File: config.mk
export PLATFORM = sky130hd
export DESIGN_NAME = sr_latch_bank_ctrl
export DESIGN_NICKNAME = d
export VERILOG_FILES = /design/src/rtl/sr_ctrl_pkg.sv /design/src/rtl/rr_arbiter.sv /design/src/rtl/sr_latch_bank_ctrl.sv
export SDC_FILE = /design/constraint.sdc
export NUM_CORES = 1
export LEC_CHECK = 0
export ABC_AREA = 1
export CAP_MARGIN = 20
export CORE_UTILIZATION = 37
export CTS_CLUSTER_DIAMETER = 200
export CTS_CLUSTER_SIZE = 16
export DETAILED_ROUTE_END_ITERATION = 8
export PLACE_DENSITY = 0.76
export SLEW_MARGIN = 20
export SYNTH_ARGS = -nofsm -noshare
export SYNTH_HDL_FRONTEND = slang
export SYNTH_HIERARCHICAL = 1
export SYNTH_SLANG_ARGS = --single-unit
export TNS_END_PERCENT = 100
File: constraint.sdc
create_clock -name clk -period 1.6 [get_ports clk]
set_input_delay 0.32 -clock clk [delete_from_list [all_inputs] [get_ports clk]]
set_output_delay 0.32 -clock clk [all_outputs]
set_load 0.005 [all_outputs]
File: src/rtl/sr_ctrl_pkg.sv
// Shared definitions for the SR latch bank controller.
//   state_e : controller FSM states
//   OP_SET / OP_RST : request operation encodings
//   clog2   : ceil(log2(n)), never less than 1, for sizing index fields
package sr_ctrl_pkg;

    typedef enum logic [1:0] {
        StIdle   = 2'd0,
        StPulse  = 2'd1,
        StSettle = 2'd2,
        StCheck  = 2'd3
    } state_e;

    localparam logic OP_SET = 1'b1;
    localparam logic OP_RST = 1'b0;

    function automatic int unsigned clog2(input int unsigned n);
        int unsigned w;
        w = 1;
        while ((64'd1 << w) < 64'(n)) begin
            w++;
        end
        return w;
    endfunction

endpackage

File: src/rtl/rr_arbiter.sv
// Round-robin arbiter: grants the first asserted request at or after ptr, wrapping modulo N.
//   req       : request vector
//   ptr       : highest-priority requester this cycle (caller keeps it < N)
//   en        : when low no grant is issued
//   gnt       : one-hot grant (all zero when nothing granted)
//   gnt_idx   : encoded index of the selected requester (valid whenever any req is set)
//   gnt_valid : a grant is being issued this cycle
module rr_arbiter
    import sr_ctrl_pkg::*;
#(
    parameter int unsigned N  = 4,
    parameter int unsigned IW = clog2(N)
) (
    input  logic [N-1:0]  req,
    input  logic [IW-1:0] ptr,
    input  logic          en,
    output logic [N-1:0]  gnt,
    output logic [IW-1:0] gnt_idx,
    output logic          gnt_valid
);

    logic [IW-1:0] cand;
    logic          found;

    always_comb begin
        gnt       = '0;
        gnt_idx   = '0;
        found     = 1'b0;
        cand      = '0;
        for (int unsigned i = 0; i < N; i++) begin
            cand = IW'((32'(ptr) + i) % N);
            if (!found && req[cand]) begin
                found   = 1'b1;
                gnt_idx = cand;
            end
        end
        gnt_valid = en & found;
        if (gnt_valid) begin
            gnt[gnt_idx] = 1'b1;
        end
    end

endmodule

File: src/rtl/sr_latch_bank_ctrl.sv
// Sequences set/reset pulses onto a bank of external SR latches and checks the result.
// One operation is in flight at a time: grant -> PULSE_CYC cycles of S or R -> SETTLE_CYC idle
// cycles -> one CHECK cycle that samples Q and reports done/err.
//   clk, rst          : clock, synchronous active-high reset
//   req_valid/op/idx  : per-requester strobe, op (1=set, 0=reset), packed target index
//   req_grant         : one-hot accept pulse
//   S, R              : latch drive lines, never both high, at most one bit high
//   Q                 : latch outputs (synchronous to clk)
//   done/done_id/err  : completion pulse, owning requester, readback/range error
module sr_latch_bank_ctrl
    import sr_ctrl_pkg::*;
#(
    parameter int unsigned NREQ       = 4,
    parameter int unsigned NLATCH     = 8,
    parameter int unsigned IDXW       = 3,
    parameter int unsigned PULSE_CYC  = 2,
    parameter int unsigned SETTLE_CYC = 1
) (
    input  logic                     clk,
    input  logic                     rst,
    input  logic [NREQ-1:0]          req_valid,
    input  logic [NREQ-1:0]          req_op,
    input  logic [NREQ*IDXW-1:0]     req_idx,
    output logic [NREQ-1:0]          req_grant,
    output logic [NLATCH-1:0]        S,
    output logic [NLATCH-1:0]        R,
    input  logic [NLATCH-1:0]        Q,
    output logic                     done,
    output logic [clog2(NREQ)-1:0]   done_id,
    output logic                     err
);

    localparam int unsigned IDW     = clog2(NREQ);
    localparam int unsigned CNT_MAX = (PULSE_CYC > SETTLE_CYC) ? PULSE_CYC : SETTLE_CYC;
    localparam int unsigned CNTW    = clog2(CNT_MAX);

    state_e          state_q, state_d;
    logic [CNTW-1:0] cnt_q, cnt_d;
    logic [IDW-1:0]  ptr_q, ptr_d;
    logic            op_q, op_d;
    logic [IDXW-1:0] idx_q, idx_d;
    logic [IDW-1:0]  owner_q, owner_d;

    logic [NREQ-1:0] arb_gnt;
    logic [IDW-1:0]  arb_idx;
    logic            arb_valid;
    logic            arb_en;
    logic            idx_ok;
    logic            q_sel;

    // Grants only from IDLE and never while reset is held, so no request is accepted during rst.
    assign arb_en = (state_q == StIdle) & ~rst;

    rr_arbiter #(
        .N  (NREQ),
        .IW (IDW)
    ) u_arb (
        .req       (req_valid),
        .ptr       (ptr_q),
        .en        (arb_en),
        .gnt       (arb_gnt),
        .gnt_idx   (arb_idx),
        .gnt_valid (arb_valid)
    );

    assign req_grant = arb_gnt;

    always_comb begin
        state_d = state_q;
        cnt_d   = cnt_q;
        ptr_d   = ptr_q;
        op_d    = op_q;
        idx_d   = idx_q;
        owner_d = owner_q;
        case (state_q)
            StIdle: begin
                if (arb_valid) begin
                    state_d = StPulse;
                    cnt_d   = CNTW'(PULSE_CYC - 1);
                    ptr_d   = IDW'((32'(arb_idx) + 1) % NREQ);
                    op_d    = req_op[arb_idx];
                    idx_d   = req_idx[arb_idx*IDXW +: IDXW];
                    owner_d = arb_idx;
                end
            end
            StPulse: begin
                if (cnt_q == '0) begin
                    state_d = StSettle;
                    cnt_d   = CNTW'(SETTLE_CYC - 1);
                end else begin
                    cnt_d = cnt_q - 1'b1;
                end
            end
            StSettle: begin
                if (cnt_q == '0) begin
                    state_d = StCheck;
                end else begin
                    cnt_d = cnt_q - 1'b1;
                end
            end
            StCheck: begin
                state_d = StIdle;
            end
            default: begin
                state_d = StIdle;
            end
        endcase
    end

    always_ff @(posedge clk) begin
        if (rst) begin
            state_q <= StIdle;
            cnt_q   <= '0;
            ptr_q   <= '0;
            op_q    <= OP_RST;
            idx_q   <= '0;
            owner_q <= '0;
        end else begin
            state_q <= state_d;
            cnt_q   <= cnt_d;
            ptr_q   <= ptr_d;
            op_q    <= op_d;
            idx_q   <= idx_d;
            owner_q <= owner_d;
        end
    end

    assign idx_ok = (32'(idx_q) < NLATCH);

    // Decoding by comparison means an out-of-range index matches no bit: no drive, q_sel = 0.
    always_comb begin
        S     = '0;
        R     = '0;
        q_sel = 1'b0;
        for (int unsigned i = 0; i < NLATCH; i++) begin
            if (idx_q == IDXW'(i)) begin
                q_sel = Q[i];
                if (state_q == StPulse) begin
                    S[i] = (op_q == OP_SET);
                    R[i] = (op_q == OP_RST);
                end
            end
        end
    end

    // A reset arriving during CHECK aborts the op, so done is suppressed in that cycle too.
    assign done    = (state_q == StCheck) & ~rst;
    assign done_id = done ? owner_q : '0;
    assign err     = done & (~idx_ok | (q_sel != op_q));

endmodule

# Word level (Yosys, flattened, before mapping)
# Index checks and enable logic that the tools add are counted.
[totals]
register_bits = 11
inputBits = 30
out_inout_bits = 24
word_cells = 108
[classes]
addsub = 5
multipliers = 1
n_lt_le_gt_ge = 6
n_eq_ne = 14
n_shift = 1
n_mux = 55
n_bitwise = 6
reduce_logical = 14
[op_table]
columns = ["cell", "count"]
rows = [
  ["$mux W1", 38],
  ["$mux W2", 8],
  ["$lt A2 B3 Y1 const B", 5],
  ["$eq A3 B3 Y1 const B", 4],
  ["$shiftx A12 B5 Y3", 1],
  ["$bmux W1 S2", 5],
  ["$pmux W2 S4", 1],
  ["$eq A3 B2 Y1 const B", 2],
  ["$ne A2 B2 Y1 const B", 3],
  ["$add A2 B1 Y2 const B", 2],
  ["$add A2 B2 Y2 const B", 2],
  ["$and A1 B1 Y1", 4],
  ["$eq A2 B2 Y1 const B", 2],
  ["$logic_and A1 B1 Y1", 4],
  ["$mul A2 B2 Y4 const B", 1],
  ["$mux W4", 1],
  ["$reduce_and A2 Y1", 2],
  ["$eq A3 B1 Y1 const B", 1],
  ["$logic_not A1 Y1", 3],
  ["$logic_not A3 Y1", 1],
  ["$reduce_and A3 Y1", 1],
  ["$demux W1 S2", 1],
  ["$eq A2 B1 Y1 const B", 1],
  ["$ge A2 B1 Y1 const B", 1],
  ["other kinds (7)", 8],
]

# Depth between registers and ports, before layout
# Gate-level depths: netlist (run 1).
[depth]
word_depth = 17
ltp_mapped = 16
ltp_nobuf = 15

# Hierarchy
# Netlist (run 1), hierarchy kept.
[by_module_without_submodules]
columns = ["module", "instances", "cells_each", "area_each_um2", "seq_area_each_um2"]
rows = [
  ["sr_latch_bank_ctrl", 1, 138, 827.0, 220.2],
  ["rr_arbiter", 1, 66, 316.6, 0.0],
]

# Worst setup path before layout (run 1)
# OpenSTA, ideal clock, no wires.
[synth_timing]
kind = "flip-flop to flip-flop"
from = "reg ptr_q[0]"
to = "reg idx_q[0]"
t_arrival_ps = 1729
required_time_ps = 1543
slack_ps = -187
stages_incl_launch_ff = 17
path_buffers = 2
path_cell_list = "dfxtp_1 buf_6 inv_6 nand2_1 nand2_2 nand2_2 nand2_2 nor2_4 nand3_2 nand2_1 nand2_1 inv_1 buf_2 nor2_1 o32ai_1 o21ai_0 inv_1"
[synth_between]
elab_chain_len = 14
word_cells_on_any_way = 29
cone_classes = "3 x add/sub; 1 x mul; 1 x shift; 16 x mux; 1 x bitwise; 7 x reduce/logical"
[synth_lines]
columns = ["element", "line", "source"]
rows = [
  ["start, declared", "sr_latch_bank_ctrl.sv:39", "logic [IDW-1:0] ptr_q, ptr_d;"],
  ["start signal, assigned", "sr_latch_bank_ctrl.sv:121", "ptr_q <= ptr_d;"],
  ["branches (longest 11 deep; another with $add A2 B1 Y2)", "n/a", ""],
  ["$mux W2 *", "rr_arbiter.sv:32", "if (!found && req[cand]) begin"],
  ["via arb_idx[0]", "sr_latch_bank_ctrl.sv:45", "logic [IDW-1:0] arb_idx;"],
  ["$mul A2 B2 Y4 *", "sr_latch_bank_ctrl.sv:82", "idx_d = req_idx[arb_idx*IDXW +: IDXW];"],
  ["$shiftx A12 B5 Y3 *", "sr_latch_bank_ctrl.sv:82", ""],
  ["end signal, assigned", "sr_latch_bank_ctrl.sv:123", "idx_q <= idx_d;"],
  ["end, declared", "sr_latch_bank_ctrl.sv:41", "logic [IDXW-1:0] idx_q, idx_d;"],
]
# Mark *: on every way through the listed nets, which the timed path passes. The select of a mux whose other input is x is not followed.
# A chain may end at the register's enable or synchronous reset.

# Worst setup path after layout (run 1)
[layout_timing]
from = "reg ptr_q[0]"
to = "out req_grant[3]"
[layout_between]
elab_chain_len = 17
word_cells_on_any_way = 32
cone_classes = "3 x add/sub; 2 x order compare; 19 x mux; 1 x bitwise; 7 x reduce/logical"
[layout_lines]
columns = ["element", "line", "source"]
rows = [
  ["branches (longest 16 deep; another with $lt A2 B3 Y1)", "n/a", ""],
  ["$mux W4 *", "rr_arbiter.sv:38", "if (gnt_valid) begin"],
  ["end, declared", "sr_latch_bank_ctrl.sv:24", "output logic [NREQ-1:0] req_grant,"],
]
# Every way passes the cells marked *. The select of a mux whose other input is x is not followed.

==> results.py, run 1 <==
metrics = {
    "outcome": {
        "outcome": "finished with violations",
        "violations": "design-rule violations, negative setup slack",
    },
    "global_routing": {
        "grt_pass1_vias": 1688,
        "antenna_found_initial": 0,
        "grt_pass1_wl_um": 7000,
        "grt_max_degree": 11,
        "grtUsageTotal_pct": 26.6,
        "gr-total-overflow": 0,
    },
    "min_path": {
        "hp-class": "flop to flop",
    },
    "clocking": {
        "htree_levels": 1,
        "ctsHoldBuffers": 0,
        "cts_buffers": 3,
        "clockBufferDepth": 2,
        "cts-root-buf": "clkbuf_4",
        "clk_pin_slew_ns": 0.07,
        "clock_sinks": 11,
        "cts_tree": "done",
        "clock_latency_ns": 0.27,
    },
    "floorplanning": {
        "die_area_um2": 3320,
        "core_area_um2": 2850,
        "rows": 19,
        "fp.dieW_um": 57.6,
        "io-pin-count": 54,
        "start_util_pct": 40.1,
        "dieHeight_um": 57.6,
    },
    "place": {
        "hpwl_um": 2510,
        "pre_cts_ws_ns": -0.849,
        "routabilityCongestion": 0.841,
        "place_area_um2": 1930,
        "io_buffers": 53,
    },
    "worst_setup_path": {
        "worst-path-max-fanout": 6,
        "critPathKind": "flop to output port",
        "start_kind": "flop",
        "cp_slowest_stage_delay_ns": 0.39,
        "critPathRequiredTime_ns": 1.28,
        "crit_path_top_delay_cell": "dfxtp_4",
        "path_cells": "buf_6, nand2_4, nand2_4, buf_4, a31oi_1, nand2_1, buf_4, nor2_1, nor2_1, buf_2",
        "critPathArrivalTime_ns": 1.88,
        "end_kind": "output port",
    },
    "synth": {
        "avgSynthCellArea_um2": 5.61,
        "yosys.area.top_type": "dfxtp_1",
        "ys_ff_latch": 11,
        "synth_seq_area_share_pct": 19.3,
        "synthCells": 204,
        "mappedNetlistNets": 238,
        "synth_top_area_share_pct": 19.3,
        "post_synth_instance_area_um2": 1140,
        "yosys.cell_types.count": 27,
        "ys_top_cells_by_area": "dfxtp_1 19%, nor2_1 14%, nand2_1 13%",
        "ys_warn_count": 6,
    },
    "final_layout": {
        "stdcell_area_um2": 2660,
        "syn2layout_area_growth_pct": 133,
        "fin_nets": 349,
        "diodes": 0,
        "final_common_cell": "buf_4",
        "fin_util_pct": 93.3,
        "drive_above_1_share_pct": 60.8,
        "most-common-layout-cells": "32 x buf_4, 26 x nor2_1, 24 x clkdlybuf4s50_1",
    },
    "timing": {
        "finalCritPeriodShare_pct": 137,
        "holdWs_ns": 0.508,
        "setup_viol": 30,
        "fmaxAchievable_mhz": 455,
        "maxSlewHeadroom_pct": 77.3,
        "final.min_clock_period_ns": 2.20,
        "rsz0062_at_grt": "yes",
        "skew_ns": 0.00240,
        "slew_violations": 0,
        "finalWorstSetupSlack_ns": -0.599,
        "worst_pin_slew_ns": 0.338,
        "hold_viol": 0,
    },
    "power_and_ir_drop": {
        "vdd_drop_max_v": 0.00185,
        "powerDensity_nw_per_um2": 2210,
        "p_total_mw": 5.87,
        "p_leak_nw": 1.26,
    },
    "drt": {
        "wire_per_inst_um": 18.2,
        "routed_wl_um": 6270,
        "drt_iter0_markers": 130,
        "drtPass1Iterations": 6,
        "antenna_left": 0,
        "dr_total_vias": 1923,
        "route.detailed.drc": 6,
        "vias_per_cell": 5.57,
    },
    "flow_run": {
        "maxCapViolations": 0,
    },
}
==> critical path, delay by kind of cell (launching register included) <==
kind / cells / cell delay, ns
and+or+nand+nor: 5 / 0.46
DFF: 1 / 0.39
AOI/OAI and AO/OA: 1 / 0.16
buffers and inverters: 4 / 0.58
==> report_power, final <==
group / internal, mW / switching (mW)
logic: 2.42 / 2.65
registers: 0.416 / 0.191
clock network: 0.0968 / 0.0980
total: 2.94 / 2.93
==> logic make-up (layout without fill, tap and decap cells) <==
| kind of cell | after synthesis | count (layout) | synth area share [%] |
|---|---|---|---|
| adders and majority gates | 4 | 4 | 4.38 |
| DFF | 11 | 11 | 19.3 |
| and+or+nand+nor | 114 | 114 | 44.1 |
| buffers and inverters | 42 | 152 | 15.0 |
| AOI/OAI and AO/OA | 32 | 32 | 16.5 |
| xor gates and xnor gates | 1 | 1 | 0.766 |
==> final timing paths <==
check        slack [ns]  startpoint  cells after the start           end
max               -0.60    ptr_q[0]                     10  req_grant[3]
min                0.51  owner_q[1]                      2    owner_q[1]
max reg2reg       -0.58    ptr_q[0]                     16          op_q
min reg2reg        0.51  owner_q[1]                      2    owner_q[1]
==> per-stage QoR <==
step                cells  TNS [ns]
CTS                   331     -5.46
global route          345     -9.97
global placement      312    -13.96
floorplan             204    -0.624
finish                345     -8.33
detailed placement    312    -14.47
==> state kept, by name (all words and copies together) (netlist names) <==
name / count
owner_q: 2
op_q: 1
cnt_q: 1
idx_q: 3
ptr_q: 2
state_q: 2
==> metal layers <==
layer	GRT usage, %	wire length, µm
met1	32.3	2380
met2	49.0	3200
met3	3.40	414
met4	6.97	274
met5	0	0
==> cell usage after synthesis <==
cell type and instances:
nor2_1 42, nand2_1 39, inv_1 31, o21ai_0 13
dfxtp_1 11, nand3_1 11, a21oi_1 10, nand2_2 9
ha_1 4, inv_2 4, nor3_1 4, o32ai_1 4
clkbuf_1 3, nand4_1 3, a211oi_1 2, nand3_2 2
o21ai_2 2, a31oi_1 1, buf_2 1, buf_6 1
clkinv_1 1, inv_6 1, nor2_2 1, nor2_4 1
or2_1 1, or2_2 1, xnor2_1 1
==> timing repair <==
action | in CTS | in global routing
setup endpoints to repair | 35 | 33
gates cloned | 1 | 1
gates resized for setup | 180 | 75
setup buffers | 14 | 15
pin swaps | 51 | 29
==> cell type report <==
class                   count  area, µm²
fillers                    99        191
multi-input cells         151       1170
flip-flops and latches     11        241
repair buffers            111       1010
clock buffers               4       26.3
inverters                  37        181
well taps                  31       38.8
(Power assumes the default switching activity.)
==> run 2: changes to the inputs <==
Settings changed: CORE_UTILIZATION 37 to 50, DONT_BUFFER_PORTS set to 1, PLACE_DENSITY 0.76 to 0.68.
==> results.py, run 2 (synthesized netlist as in run 1, its figures left out) <==
metrics = {
    "timing": {
        "worst_pin_slew_ns": 0.328,
        "finalCritPeriodShare_pct": 128,
        "maxSlewHeadroom_pct": 77.9,
        "setup_viol": 15,
        "skew_ns": 0.00589,
        "final.min_clock_period_ns": 2.05,
        "fmaxAchievable_mhz": 488,
        "finalWorstSetupSlack_ns": -0.448,
        "hold_viol": 0,
        "slew_violations": 0,
        "rsz0062_at_grt": "yes",
        "finalSetupTns_ns": -4.48,
    },
    "power_and_ir_drop": {
        "p_leak_nw": 0.738,
        "powerDensity_nw_per_um2": 2390,
        "vdd_drop_max_v": 0.00202,
        "p_total_mw": 3.76,
    },
    "global_routing": {
        "grtUsageTotal_pct": 26.1,
        "grt_pass1_wl_um": 5040,
        "grt_pass1_vias": 1193,
        "antenna_found_initial": 0,
        "gr-total-overflow": 0,
        "grt_max_degree": 11,
    },
    "final_layout": {
        "diodes": 0,
        "syn2layout_area_growth_pct": 37.5,
        "nFillCells": 164,
        "regMostFlops": "idx_q",
        "largest_reg_flops": 3,
        "drive_above_1_share_pct": 39.4,
        "most-common-layout-cells": "34 x nor2_1, 32 x nand2_1, 26 x inv_1",
        "seqCellArea_um2": 239,
        "fin_cells": 253,
        "fin_nets": 261,
        "multi_input_area_um2": 926,
        "final_common_cell": "nor2_1",
    },
    "worst_setup_path": {
        "start_kind": "flop",
        "critPathArrivalTime_ns": 1.73,
        "critPathRequiredTime_ns": 1.28,
        "worst-path-max-fanout": 6,
        "end_kind": "output port",
        "critPathKind": "flop to output port",
    },
    "outcome": {
        "violations": "negative setup slack",
        "outcome": "finished with violations",
    },
    "clocking": {
        "clk_pin_slew_ns": 0.08,
        "cts_tree": "done",
        "cts_buffers": 3,
        "clock_latency_ns": 0.28,
        "clock_sinks": 11,
        "htree_levels": 1,
        "cts-root-buf": "clkbuf_4",
        "ctsHoldBuffers": 0,
        "clockBufferDepth": 2,
    },
    "floorplanning": {
        "fp.dieW_um": 49.8,
        "start_util_pct": 55.5,
        "io-pin-count": 54,
        "die_area_um2": 2480,
        "dieHeight_um": 49.8,
        "core_area_um2": 2060,
        "rows": 16,
    },
    "drt": {
        "drt_iter0_markers": 24,
        "drtPass1Iterations": 4,
        "routed_wl_um": 2960,
        "vias_per_cell": 5.30,
        "wire_per_inst_um": 11.7,
        "dr_total_vias": 1341,
        "route.detailed.drc": 0,
        "antenna_left": 0,
    },
    "place": {
        "routabilityCongestion": 0.843,
        "hpwl_um": 2170,
        "post-place-cells": 243,
        "io_buffers": 0,
    },
    "min_path": {
        "hp-class": "input pin to flop",
    },
    "flow_run": {
        "maxCapViolations": 0,
    },
}
==> run 2: stage by stage <==
stage	hold WS [ns]	instance area, µm²	utilization [%]	setup WS (ns)
2_1_floorplan	0.430	1160	-	-0.142
3_3_place_gp	0.395	1290	62.4	-0.289
3_5_place_dp	0.391	1290	62.4	-0.359
4_1_cts	0.0893	1500	72.8	-0.420
5_1_grt	0.0836	1570	76.3	-0.537
6_report	0.0917	1570	76.3	-0.448
==> run 2: path summary, 6_finish.rpt <==
path         startpoint  slack (ns)  cells past startpoint            to
max            ptr_q[0]       -0.45                     11  req_grant[0]
min                 rst        0.09                      1      ptr_q[0]
max reg2reg    ptr_q[0]       -0.37                     15      idx_q[0]
min reg2reg  owner_q[1]        0.47                      2    owner_q[1]
==> run 2: power by group <==
part           switching, mW  internal [mW]
Combinational           1.65           1.34
Clock                  0.103         0.0929
Sequential             0.157          0.410
==> run 2: layout make-up <==
cell class,count,area share [%]
Tap cell,27,2.15
Timing Repair Buffer,22,11.5
Clock buffer,3,1.43
Timing Repair inverter,1,0.477
Multi-Input combinational cell,151,58.9
Sequential cell,11,15.2
Clock inverter,1,0.318
Inverter,37,10.1
==> run 2: timing repair <==
item | in CTS | in global routing
buffers inserted | 4 | 1
setup endpoints to repair | 32 | 32
cloned | 1 | 0
pin swaps | 10 | 4
hold endpoints to repair | 0 | 0
gates resized for setup | 46 | 17
==> run 2: metal layers <==
metal	GRT usage, %	part of all wire (%)	up-vias
li1	-	-	690
met1	33.1	46	593
met2	43.9	47	53
met3	3.09	6.0	5
met4	11.4	1.7	0
met5	0	0	-
==> run 2: critical path, stage by stage (launching register included) <==
cell	delay, ns
dfxtp_4	0.38
buf_6	0.13
nand2_2	0.06
nand2_2	0.06
nand2_2	0.09
nand2_4	0.06
nor2_4	0.12
nand3_2	0.10
buf_6	0.14
o21ai_4	0.13
buf_6	0.13
nor2_2	0.04
==> run 3: changes to the inputs <==
Settings changed: SLEW_MARGIN 20 to 0.
==> results of run 3 <==
Same layout as run 2: the final DEF is identical, and so are final timing and power.
